===== config.mk =====
export PLATFORM = sky130hd
export DESIGN_NAME = dag_path_counter
export DESIGN_NICKNAME = d
export VERILOG_FILES = /design/src/rtl/dag_pkg.sv /design/src/rtl/dag_path_counter_queue.sv /design/src/rtl/dag_path_counter.sv
export SDC_FILE = /design/constraint.sdc
export NUM_CORES = 2
export LEC_CHECK = 0
export ABC_AREA = 0
export BUFFER_PORTS_ARGS = -buffer_cell sky130_fd_sc_hd__buf_2
export CELL_PAD_IN_SITES_DETAIL_PLACEMENT = 1
export CELL_PAD_IN_SITES_GLOBAL_PLACEMENT = 2
export CORE_UTILIZATION = 42
export CTS_CLUSTER_SIZE = 20
export DETAILED_ROUTE_END_ITERATION = 8
export PLACE_DENSITY = 0.75
export SLEW_MARGIN = 30
export SYNTH_ARGS = -nofsm -noshare
export SYNTH_HDL_FRONTEND = slang
export SYNTH_SLANG_ARGS = --single-unit
export TNS_END_PERCENT = 1

===== constraint.sdc =====
create_clock -name clk -period 7.34 [get_ports clk]
set_input_delay 0.367 -clock clk [delete_from_list [all_inputs] [get_ports clk]]
set_output_delay 0.367 -clock clk [all_outputs]
set_load 0.1 [all_outputs]

===== src/rtl/dag_pkg.sv =====
// Shared types for the DAG path-count engine: FSM state encoding and error codes.
// Build option DAG_ACCUM_SAT_EN (used by the queue and top) selects saturating adds.
package dag_pkg;

  typedef enum logic [2:0] {
    ST_IDLE,
    ST_SEED,
    ST_POP,
    ST_REQ,
    ST_DONE,
    ST_ERROR
  } state_e;

  localparam logic [1:0] ERR_NONE  = 2'd0;
  localparam logic [1:0] ERR_QFULL = 2'd1;
  localparam logic [1:0] ERR_EDGE  = 2'd2;
  localparam logic [1:0] ERR_ACC   = 2'd3;

endpackage


===== src/rtl/dag_path_counter_queue.sv =====
// Merging accumulator FIFO: a push whose node is already queued adds into that entry.
// Macro DAG_ACCUM_SAT_EN: merge adds saturate instead of wrapping.
module dag_accum_queue #(
  parameter int NODE_W  = 10,
  parameter int ACCUM_W = 24,
  parameter int QDEPTH  = 32
) (
  input  logic                    clk,
  input  logic                    rst_n,
  input  logic                    flush_i,
  input  logic                    push_i,
  input  logic [NODE_W-1:0]       push_node_i,
  input  logic [ACCUM_W-1:0]      push_acc_i,
  input  logic                    pop_i,
  output logic [NODE_W-1:0]       head_node_o,
  output logic [ACCUM_W-1:0]      head_acc_o,
  output logic                    empty_o,
  output logic [$clog2(QDEPTH):0] level_o,
  output logic                    drop_o,
  output logic                    ovf_o
);

  localparam int PTR_W = $clog2(QDEPTH);
  localparam int LVL_W = PTR_W + 1;

  typedef struct packed {
    logic [NODE_W-1:0]  node;
    logic [ACCUM_W-1:0] acc;
  } q_data_t;

  logic [QDEPTH-1:0] valid_q;
  q_data_t           mem_q [QDEPTH];
  logic [PTR_W-1:0]  wr_ptr_q, rd_ptr_q;
  logic [LVL_W-1:0]  level_q;

  logic              full, hit, merge, alloc;
  logic [PTR_W-1:0]  hit_idx;
  logic [ACCUM_W:0]  sum;
  logic [ACCUM_W-1:0] merge_acc;

  assign full        = (wr_ptr_q == rd_ptr_q) && valid_q[rd_ptr_q];
  assign empty_o     = (wr_ptr_q == rd_ptr_q) && !valid_q[rd_ptr_q];
  assign head_node_o = mem_q[rd_ptr_q].node;
  assign head_acc_o  = mem_q[rd_ptr_q].acc;
  assign level_o     = level_q;

  // Descending scan so the lowest matching index is the one left standing.
  always_comb begin
    hit     = 1'b0;
    hit_idx = '0;
    for (int i = QDEPTH - 1; i >= 0; i--) begin
      if (valid_q[i] && (mem_q[i].node == push_node_i)) begin
        hit     = 1'b1;
        hit_idx = PTR_W'(i);
      end
    end
  end

  assign sum = {1'b0, mem_q[hit_idx].acc} + {1'b0, push_acc_i};
`ifdef DAG_ACCUM_SAT_EN
  assign merge_acc = sum[ACCUM_W] ? '1 : sum[ACCUM_W-1:0];
`else
  assign merge_acc = sum[ACCUM_W-1:0];
`endif

  assign merge  = push_i && hit;
  assign alloc  = push_i && !hit && !full;
  assign drop_o = push_i && !hit && full;
  assign ovf_o  = merge && sum[ACCUM_W];

  // NOTE: state registers use non-blocking assignment so every flop samples pre-edge values.
  always_ff @(posedge clk or negedge rst_n) begin
    if (!rst_n) begin
      valid_q  <= '0;
      wr_ptr_q <= '0;
      rd_ptr_q <= '0;
      level_q  <= '0;
    end else if (flush_i) begin
      valid_q  <= '0;
      wr_ptr_q <= '0;
      rd_ptr_q <= '0;
      level_q  <= '0;
    end else if (alloc) begin
      valid_q[wr_ptr_q] <= 1'b1;
      wr_ptr_q          <= wr_ptr_q + PTR_W'(1);
      level_q           <= level_q + LVL_W'(1);
    end else if (pop_i && !empty_o) begin
      valid_q[rd_ptr_q] <= 1'b0;
      rd_ptr_q          <= rd_ptr_q + PTR_W'(1);
      level_q           <= level_q - LVL_W'(1);
    end
  end

  // NOTE: payload storage has no reset; an entry is only ever read while its valid bit is set.
  always_ff @(posedge clk) begin
    if (alloc) begin
      mem_q[wr_ptr_q] <= '{node: push_node_i, acc: push_acc_i};
    end else if (merge) begin
      mem_q[hit_idx].acc <= merge_acc;
    end
  end

endmodule


===== src/rtl/dag_path_counter.sv =====
// Breadth-first path counter over an external adjacency memory, one request in flight.
// Macro DAG_ACCUM_SAT_EN: result and merge adds saturate at the maximum count.
module dag_path_counter
  import dag_pkg::*;
#(
  parameter int NODE_W  = 10,
  parameter int EDGE_W  = 4,
  parameter int ACCUM_W = 24,
  parameter int QDEPTH  = 32
) (
  input  logic                    clk,
  input  logic                    rst_n,
  input  logic                    start,
  input  logic [NODE_W-1:0]       start_node,
  input  logic [NODE_W-1:0]       end_node,
  output logic                    adj_req,
  output logic [NODE_W-1:0]       adj_node,
  output logic [EDGE_W-1:0]       adj_edge,
  input  logic                    adj_rsp_valid,
  input  logic                    adj_rsp_none,
  input  logic [NODE_W-1:0]       adj_rsp_dst,
  input  logic                    adj_rsp_last,
  output logic                    busy,
  output logic                    done,
  output logic [ACCUM_W-1:0]      result,
  output logic [1:0]              err,
  output logic [$clog2(QDEPTH):0] qlevel
);

  state_e             state_q, state_d;
  logic [NODE_W-1:0]  start_node_q, start_node_d, end_node_q, end_node_d;
  logic [NODE_W-1:0]  cur_node_q, cur_node_d;
  logic [ACCUM_W-1:0] cur_acc_q, cur_acc_d, result_q, result_d;
  logic [EDGE_W-1:0]  edge_q, edge_d;
  logic               gap_q, gap_d, done_q, done_d;
  logic [1:0]         err_q, err_d;

  logic               q_flush, q_push, q_pop, q_empty, q_drop, q_ovf;
  logic [NODE_W-1:0]  q_push_node, q_head_node;
  logic [ACCUM_W-1:0] q_push_acc, q_head_acc, res_add;
  logic [ACCUM_W:0]   res_sum;

  dag_accum_queue #(.NODE_W(NODE_W), .ACCUM_W(ACCUM_W), .QDEPTH(QDEPTH)) u_queue (
    .clk        (clk),
    .rst_n      (rst_n),
    .flush_i    (q_flush),
    .push_i     (q_push),
    .push_node_i(q_push_node),
    .push_acc_i (q_push_acc),
    .pop_i      (q_pop),
    .head_node_o(q_head_node),
    .head_acc_o (q_head_acc),
    .empty_o    (q_empty),
    .level_o    (qlevel),
    .drop_o     (q_drop),
    .ovf_o      (q_ovf)
  );

  assign res_sum = {1'b0, result_q} + {1'b0, q_head_acc};
`ifdef DAG_ACCUM_SAT_EN
  assign res_add = res_sum[ACCUM_W] ? '1 : res_sum[ACCUM_W-1:0];
`else
  assign res_add = res_sum[ACCUM_W-1:0];
`endif

  always_ff @(posedge clk or negedge rst_n) begin
    if (!rst_n) begin
      state_q      <= ST_IDLE;
      start_node_q <= '0;
      end_node_q   <= '0;
      cur_node_q   <= '0;
      cur_acc_q    <= '0;
      result_q     <= '0;
      edge_q       <= '0;
      gap_q        <= 1'b0;
      done_q       <= 1'b0;
      err_q        <= ERR_NONE;
    end else begin
      state_q      <= state_d;
      start_node_q <= start_node_d;
      end_node_q   <= end_node_d;
      cur_node_q   <= cur_node_d;
      cur_acc_q    <= cur_acc_d;
      result_q     <= result_d;
      edge_q       <= edge_d;
      gap_q        <= gap_d;
      done_q       <= done_d;
      err_q        <= err_d;
    end
  end

  // NOTE: every signal driven here gets a default first, so no path can infer a latch.
  always_comb begin
    state_d      = state_q;
    start_node_d = start_node_q;
    end_node_d   = end_node_q;
    cur_node_d   = cur_node_q;
    cur_acc_d    = cur_acc_q;
    result_d     = result_q;
    edge_d       = edge_q;
    gap_d        = gap_q;
    done_d       = 1'b0;
    err_d        = err_q;
    q_flush      = 1'b0;
    q_push       = 1'b0;
    q_push_node  = adj_rsp_dst;
    q_push_acc   = cur_acc_q;
    q_pop        = 1'b0;

    unique case (state_q)
      ST_IDLE, ST_DONE, ST_ERROR: begin
        if (start) begin
          start_node_d = start_node;
          end_node_d   = end_node;
          result_d     = '0;
          err_d        = ERR_NONE;
          q_flush      = 1'b1;
          state_d      = ST_SEED;
        end
      end
      ST_SEED: begin
        q_push      = 1'b1;
        q_push_node = start_node_q;
        q_push_acc  = ACCUM_W'(1);
        state_d     = ST_POP;
      end
      ST_POP: begin
        if (q_empty) begin
          done_d  = 1'b1;
          state_d = ST_DONE;
        end else begin
          q_pop      = 1'b1;
          cur_node_d = q_head_node;
          cur_acc_d  = q_head_acc;
          if (q_head_node == end_node_q) begin
            result_d = res_add;
            if (res_sum[ACCUM_W]) err_d = ERR_ACC;
          end else begin
            edge_d  = '0;
            gap_d   = 1'b0;
            state_d = ST_REQ;
          end
        end
      end
      ST_REQ: begin
        if (gap_q) begin
          gap_d = 1'b0;
        end else if (adj_rsp_valid) begin
          if (adj_rsp_none) begin
            state_d = ST_POP;
          end else begin
            q_push = 1'b1;
            if (q_ovf) err_d = ERR_ACC;
            if (q_drop) begin
              err_d   = ERR_QFULL;
              state_d = ST_ERROR;
            end else if (adj_rsp_last) begin
              state_d = ST_POP;
            end else if (edge_q == '1) begin
              err_d   = ERR_EDGE;
              state_d = ST_ERROR;
            end else begin
              edge_d = edge_q + EDGE_W'(1);
              gap_d  = 1'b1;
            end
          end
        end
      end
      default: state_d = ST_IDLE;
    endcase
  end

  assign adj_req  = (state_q == ST_REQ) && !gap_q;
  assign adj_node = cur_node_q;
  assign adj_edge = edge_q;
  assign busy     = !(state_q inside {ST_IDLE, ST_DONE, ST_ERROR});
  assign done     = done_q;
  assign result   = result_q;
  assign err      = err_q;

endmodule

# Word-level counts from Yosys, hierarchy flattened
# Memory sizes are Yosys's and may differ from the RTL's.
# Index checks and enable logic that the tools add are counted.
# Widths: inputs -> output; s select.
[word_totals] register_bits=137 ram_bits=1088 output_inout_bits=49 n_memories=1
[classes] add_sub_neg=7 n_lt_le_gt_ge=4 n_eq_ne=54 mux=145 n_bitwise=4 reduce_logical=67
[mem_list] name="u_queue.mem_q" depth=32 width=34 rd=34 rd_ports_with_merged_regs=0 write_ports=1 line_no="dag_path_counter_queue.sv:32" rtl="q_data_t mem_q [QDEPTH];"
[ops] cell="$eq 10x10->1" count=33
[ops] cell="$mux 5" count=38
[ops] cell="$mux 24" count=4
[ops] cell="$mux 32" count=3
[ops] cell="$mux 1" count=57
[ops] cell="$add 24x24->25" count=2
[ops] cell="$pmux 24 s2" count=1
[ops] cell="$logic_and 1x1->1" count=43
[ops] cell="$mux 34" count=1
[ops] cell="$reduce_or 34->1" count=1
[ops] cell="$and 32x32->32" count=1
[ops] cell="$mux 4" count=8
[ops] cell="$not 32->32" count=1
[ops] cell="$or 32x32->32" count=1
[ops] cell="$mux 3" count=9
[ops] cell="$mux 2" count=12
[ops] cell="$ne 2x2->1 const B" count=12
[ops] cell="$mux 6" count=3
[ops] cell="$lt 5x6->1 const B" count=2
[ops] cell="$pmux 3 s4" count=1
[ops] cell="$add 5x1->5 const B" count=2
[ops] cell="$demux 1 s5" count=2
[ops] cell="$ge 5x1->1 const B" count=2
[ops] cell="$mux 10" count=1
[ops] cell="26 further kinds" count=41

# Longest topological paths before layout
# An unclocked memory read counts as a cell.
[depth] depth_word=47 depth_mapped=39 depth_no_buf=31

# Modules after synthesis
# A second synthesis with hierarchy kept.
[hier_totals] hier_cells=4421 hier_area_um2=62436.1
[modules_own_cells] module="dag_accum_queue" n_inst=1 cells_each=3852 area_per_inst_um2=57057.2 seq_area_each_um2=33872.5
[modules_own_cells] module="dag_path_counter" n_inst=1 cells_each=569 area_per_inst_um2=5378.9 seq_area_each_um2=2227.1

# Worst setup path after synthesis
# Ideal clock, no wire load.
[synth_timing] kind="reg-to-reg" from="register state_q[2]" to="memory u_queue.mem_q[0][22] (netlist name), data pin" t_arrival_ns=7.030 setup_slack_ns=0.003 stages_incl_launch_ff=35 n_path_buf=4 synth_period_minus_slack_ns=7.337 cell_sequence="dfrtp_1 > or3b_4 > buf_6 > mux2i_4 > nor2_1 > or4_1 > or4_1 > o21ai_1 > a21boi_1 > o31ai_1 > o2bb2ai_1 > buf_4 > buf_8 > buf_2 > mux2_2 > nand2_1 > o21ai_0 > a32oi_1 > a31oi_1 > ha_1 > inv_1 > fa_1 > nor2b_1 > o21ai_0 > a21oi_1 > o21ai_0 > a21oi_1 > a311oi_1 > o21bai_1 > a2111o_1 > a31oi_1 > o21bai_1 > a21oi_1 > xnor2_1 > mux2_2"
[synth_between] elab_chain_cells=43
[synth_rtl] element="from (decl)" line_no="dag_path_counter.sv:30" rtl="state_e state_q, state_d;"
[synth_rtl] element="from (signal assigned)" line_no="dag_path_counter.sv:79" rtl="state_q <= state_d;"
[synth_rtl] element="parallel branches: the longest is 42 deep, another holds $mux 10"
[synth_rtl] element="$mux 34 (no source line) *"
[synth_rtl] element="to (decl)" line_no="dag_path_counter_queue.sv:32"
# Mark *: on every way between the ends. The select of a mux whose other input is x is not followed.

# Worst setup path in the final report
[layout_timing] from="register state_q[2]" to="memory u_queue.mem_q[15][23] (netlist name), data pin"
# The elaborated chain is that of the path after synthesis.

==> results.md <==
Synth:
- Each instance of the synthesized netlist takes up on average 14.1 um^2.
- The combined area of all synthesized cells is 63100 um^2.
- Sorting the synthesized cells by area gives the leading types as sky130_fd_sc_hd__edfxtp_1 52%, sky130_fd_sc_hd__mux4_2 10%, sky130_fd_sc_hd__mux2i_1 5.9%.
- The sequential element share of the synthesized area is 57.2%.
- After synthesis the netlist holds a flip-flop and latch count of 1225.
- The count of flip-flops with a built-in enable after synthesis is 1088.
- For this run, the leading register cell type out of synthesis is sky130_fd_sc_hd__edfxtp_1.
- The area share of the largest cell type after synthesis is 51.7%.
- The Yosys warning count is 0.
- The post-synthesis cell type with the largest combined area is sky130_fd_sc_hd__edfxtp_1.
- For this run, asynchronously set or reset flops after synthesis account for 11.2%.
- The number of instances in the synthesized netlist is 4467.
- The netlist uses 87 different library cells.
- The total nets after synthesis is 4567.

Routing:
- The wire length per cell after detailed routing is 35.3 um.
- The detailed-route DRC error count is 0.
- The count of antenna-violating nets left after detailed routing is 0.
- The first detailed-routing pass ran for 5 iterations.
- The routed via count divided by cell count is 6.48.
- Summing over every cut layer, the via total after detailed routing is 46800.
- The total wirelength of the detailed-routed design is 255000 um.
- The initial DRC count is 5493.

GRT:
- Global routing used 5.97% of the available met3 tracks.
- The pin count of the biggest net entering global routing is 89.
- For met2 alone, demand over resource in global routing was 52.1%.
- The via count of the first global-routing pass is 47300.
- After global routing the overflow that remains totals 0.
- The initial antenna violation count is 8.
- The total routing usage reported by global routing is 33.1%.
- In this run the most used layer during global routing was met2.
- The global-route wire length before repair is 356000 um.
- The global routing met1 resource utilization is 44.1%.

CTS:
- The count of H-tree levels built during CTS is 4.
- The number of clock sinks is 1225.
- The maximum clock insertion buffer count is 3.
- The latest clock arrival within the worst-skew pair is 0.81 ns.
- TritonCTS built the clock tree.
- The clock-pin slew on the worst setup and hold paths is 0.06 ns.
- The number of buffers inserted during clock tree synthesis is 141.
- The clock tree root buffer cell is sky130_fd_sc_hd__clkbuf_16.

Floorplan:
- The floorplan step defined a core boundary enclosing 149000 um^2.
- Once the floorplan was initialized, standard cells occupied 42.5% of the core.
- The total die area is 152000 um^2.
- The height of the chip is 390 um.
- The overall die width is 390 um.
- The boundary pin count is 85.
- The total number of placement rows is 141.

Setup path:
- The critical setup path kind is reg -> reg.
- In this design, the critical path's most frequently occurring cell is sky130_fd_sc_hd__buf_12.
- The family of cells with the greatest summed delay on the critical path is compound AO/OA/AOI/OAI gates.
- The critical path startpoint category is a flip-flop.
- The maximum fanout count along the critical path is 8.
- The longest individual stage delay on the worst path is 0.52 ns.
- The slowest cell on the critical path is sky130_fd_sc_hd__or3b_4.
- The worst endpoint data arrival time is 8.48 ns.
- Across all register-to-register paths, the minimum setup slack is -0.60 ns.
- The data required time at the worst endpoint is 7.88 ns.
- The critical path contains buffers and inverters numbering 13 combined.
- The endpoint type of the worst setup path is a flip-flop.

Timing:
- The final hold slack is 0.0544 ns.
- The fraction of the cycle the final worst path needs is 108%.
- The actual transition at the worst max-transition pin is 1.16 ns.
- The total count of hold-check failures in the final report came to 0.
- The number of max-slew violations in the final report is 0.
- The worst clock skew on the final layout is 0.0431 ns.
- Setup violations remaining at the end of the flow were counted as 354.
- Derived from the worst setup path, the maximum achievable clock frequency is 126 MHz.
- The shortest period the worst path allows is 7.94 ns.
- The headroom to the max-slew limit is 22.9%.
- Once routing completed, OpenROAD measured the worst setup slack at -0.600 ns.
- Setup repair after global routing could not meet its margin everywhere.

Placement:
- Buffers placed on the I/O ports in this run total 84.
- After detailed placement, the total cell area comes to 70800 um^2.
- The wire-length estimate of the detail-placed layout is 173000 um.
- The post-placement worst setup slack is -1.13 ns.
- The weighted congestion at the end of routability-driven global placement is 0.989.

Finish:
- The fraction of final layout cells with drive strength greater than 1 is 28.9%.
- The layout has 14500 filler cells.
- The area growth from synthesis to layout is 22.2%.
- Summing all non-filler instances in the final layout gives an area of 77100 um^2.
- The layout net count is 5195.

Run status:
- The checks that failed: setup timing.
- The run finished, with violations left.

Pwr:
- The leakage power is 26.2 nW.
- The worst vdd rail ir drop is 0.258 mV.
- The cell area power density is 392 nW/um^2.

Worst hold path:
- The worst hold path belongs to the class in -> reg.

Job:
- Across the run, the number of max-cap violations was 0.
logic make-up after synthesis:
| kind of cell | Yosys count | share of synthesized area, % |
|---|---|---|
| xor+xnor | 421 | 5.84 |
| compound gates | 820 | 9.20 |
| simple gates | 861 | 6.63 |
| mux | 722 | 17.2 |
| buf+inv | 354 | 2.61 |
| fa+ha+maj | 64 | 1.30 |
| flops | 1225 | 57.2 |
area by class of cell:
type	instances	area [um^2]	area share, %
inverters	58	218	0.282
repair buffers	778	7060	9.15
well taps	2002	2500	3.25
clock buffers	183	3780	4.90
diodes	4	10.0	0.0130
multi-input cells	2891	26400	34.3
flip-flops and latches	1225	36100	46.8
clock inverters	73	1020	1.32
state kept, by name, indices dropped and copies added, names as in the netlist:
name and flops:
end_node_q 10, u_queue.rd_ptr_q 5, gap_q 1, done 1
u_queue.wr_ptr_q 5, adj_edge 4, adj_node 10, start_node_q 10
u_queue.level_o 6, u_queue.mem_q 1088, state_q 3, u_queue.valid_q 32
err 2, result 24, cur_acc_q 24
cell usage in the layout, fill, tap and decap left out, types with 28 or more instances in the layout:
cell type,Yosys,routed
sky130_fd_sc_hd__a21oi_1,70,60
sky130_fd_sc_hd__nand4_1,56,56
sky130_fd_sc_hd__o21ai_0,148,137
sky130_fd_sc_hd__clkbuf_16,0,145
sky130_fd_sc_hd__edfxtp_1,1088,1088
sky130_fd_sc_hd__nand2_1,293,291
sky130_fd_sc_hd__a22o_1,56,56
sky130_fd_sc_hd__xor2_1,151,151
sky130_fd_sc_hd__a221oi_1,66,52
sky130_fd_sc_hd__nor3_1,37,32
sky130_fd_sc_hd__a31oi_1,37,28
sky130_fd_sc_hd__xnor2_1,270,266
sky130_fd_sc_hd__inv_1,56,55
sky130_fd_sc_hd__o22ai_1,63,59
sky130_fd_sc_hd__nor4_1,49,46
sky130_fd_sc_hd__nor2_1,166,105
sky130_fd_sc_hd__nor2_4,0,41
sky130_fd_sc_hd__buf_4,36,551
sky130_fd_sc_hd__buf_12,0,84
sky130_fd_sc_hd__buf_2,28,84
sky130_fd_sc_hd__mux4_2,280,280
sky130_fd_sc_hd__nand3_1,79,75
sky130_fd_sc_hd__mux2_2,64,61
sky130_fd_sc_hd__o211ai_1,37,37
sky130_fd_sc_hd__dfrtp_1,137,135
sky130_fd_sc_hd__clkbuf_1,154,34
sky130_fd_sc_hd__a22oi_1,130,129
sky130_fd_sc_hd__nor2b_1,49,49
sky130_fd_sc_hd__mux2i_1,370,365
sky130_fd_sc_hd__ha_1,61,59
tightest hold or removal path, cell delays in order:
cell	delay, ns
sky130_fd_sc_hd__buf_2	0.10
sky130_fd_sc_hd__nand3b_1	0.09
sky130_fd_sc_hd__nor3_1	0.09
sky130_fd_sc_hd__nand2_1	0.08
sky130_fd_sc_hd__o21ai_1	0.05
Yosys cell counts (all sizes together) (13+ instances only):
master and n:
o31ai 25, a31oi 37, mux2 64, a2111oi 17
nor4 50, nand2 293, inv 56, a22oi 130
and3 20, edfxtp 1088, a32oi 22, buf 140
xor2 151, ha 61, nand3 79, a21oi 70
o211ai 37, o21ai 158, dfrtp 137, a21o 21
xnor2 270, clkbuf 156, o221ai 13, mux2i 378
a221oi 66, a22o 56, nor2 166, nor2b 49
mux4 280, o22ai 63, nand4 56, and2 31
nor3 37, nand2b 25
path summary, 6_finish.rpt:
check	from	to	cells past startpoint
min in group asynchronous	rst_n	start_node_q[8]	2
max in group asynchronous	rst_n	u_queue.rd_ptr_q[1]	3
worst min-delay path	adj_rsp_valid	adj_edge[2]	5
worst min register to register	adj_node[9]	adj_node[9]	2
worst max-delay path	state_q[2]	u_queue.mem_q[15][23]	37
worst max register to register	state_q[2]	u_queue.mem_q[15][23]	37
power breakdown:
group          internal [mW]  switching (mW)
Combinational           4.96            8.26
Sequential              9.14           0.533
Clock                   4.23            3.11
Total                   18.3            11.9
per-stage QoR:
stage / setup TNS, ns / instances / utilization [%] / power (mW)
5_1_grt: -174.81 / 7210 / 51.9 / 31.2
3_5_place_dp: -239.15 / 6873 / 47.7 / 22.4
3_3_place_gp: -196.44 / 6872 / 47.6 / 22.1
2_1_floorplan: 0 / 4467 / - / 16.9
4_1_cts: -99.81 / 7176 / 51.4 / 29.9
6_report: -87.52 / 7214 / 51.9 / 30.2
what timing repair did:
item | CTS | global route
setup endpoints to repair | 450 | 530
endpoints found under the hold margin | 89 | 0
resized for setup | 63 | 90
hold buffers | 23 | 0
setup buffers | 19 | 33
pin swaps | 25 | 59
cloned | 5 | 4
layer usage:
layer	part of all wire (%)	vias up
met4	5.6	10
met2	46	2580
li1	-	19000
met5	0.026	-
met3	8.8	648
met1	40	24600
Note: power is estimated with default switching activity, not from simulation.
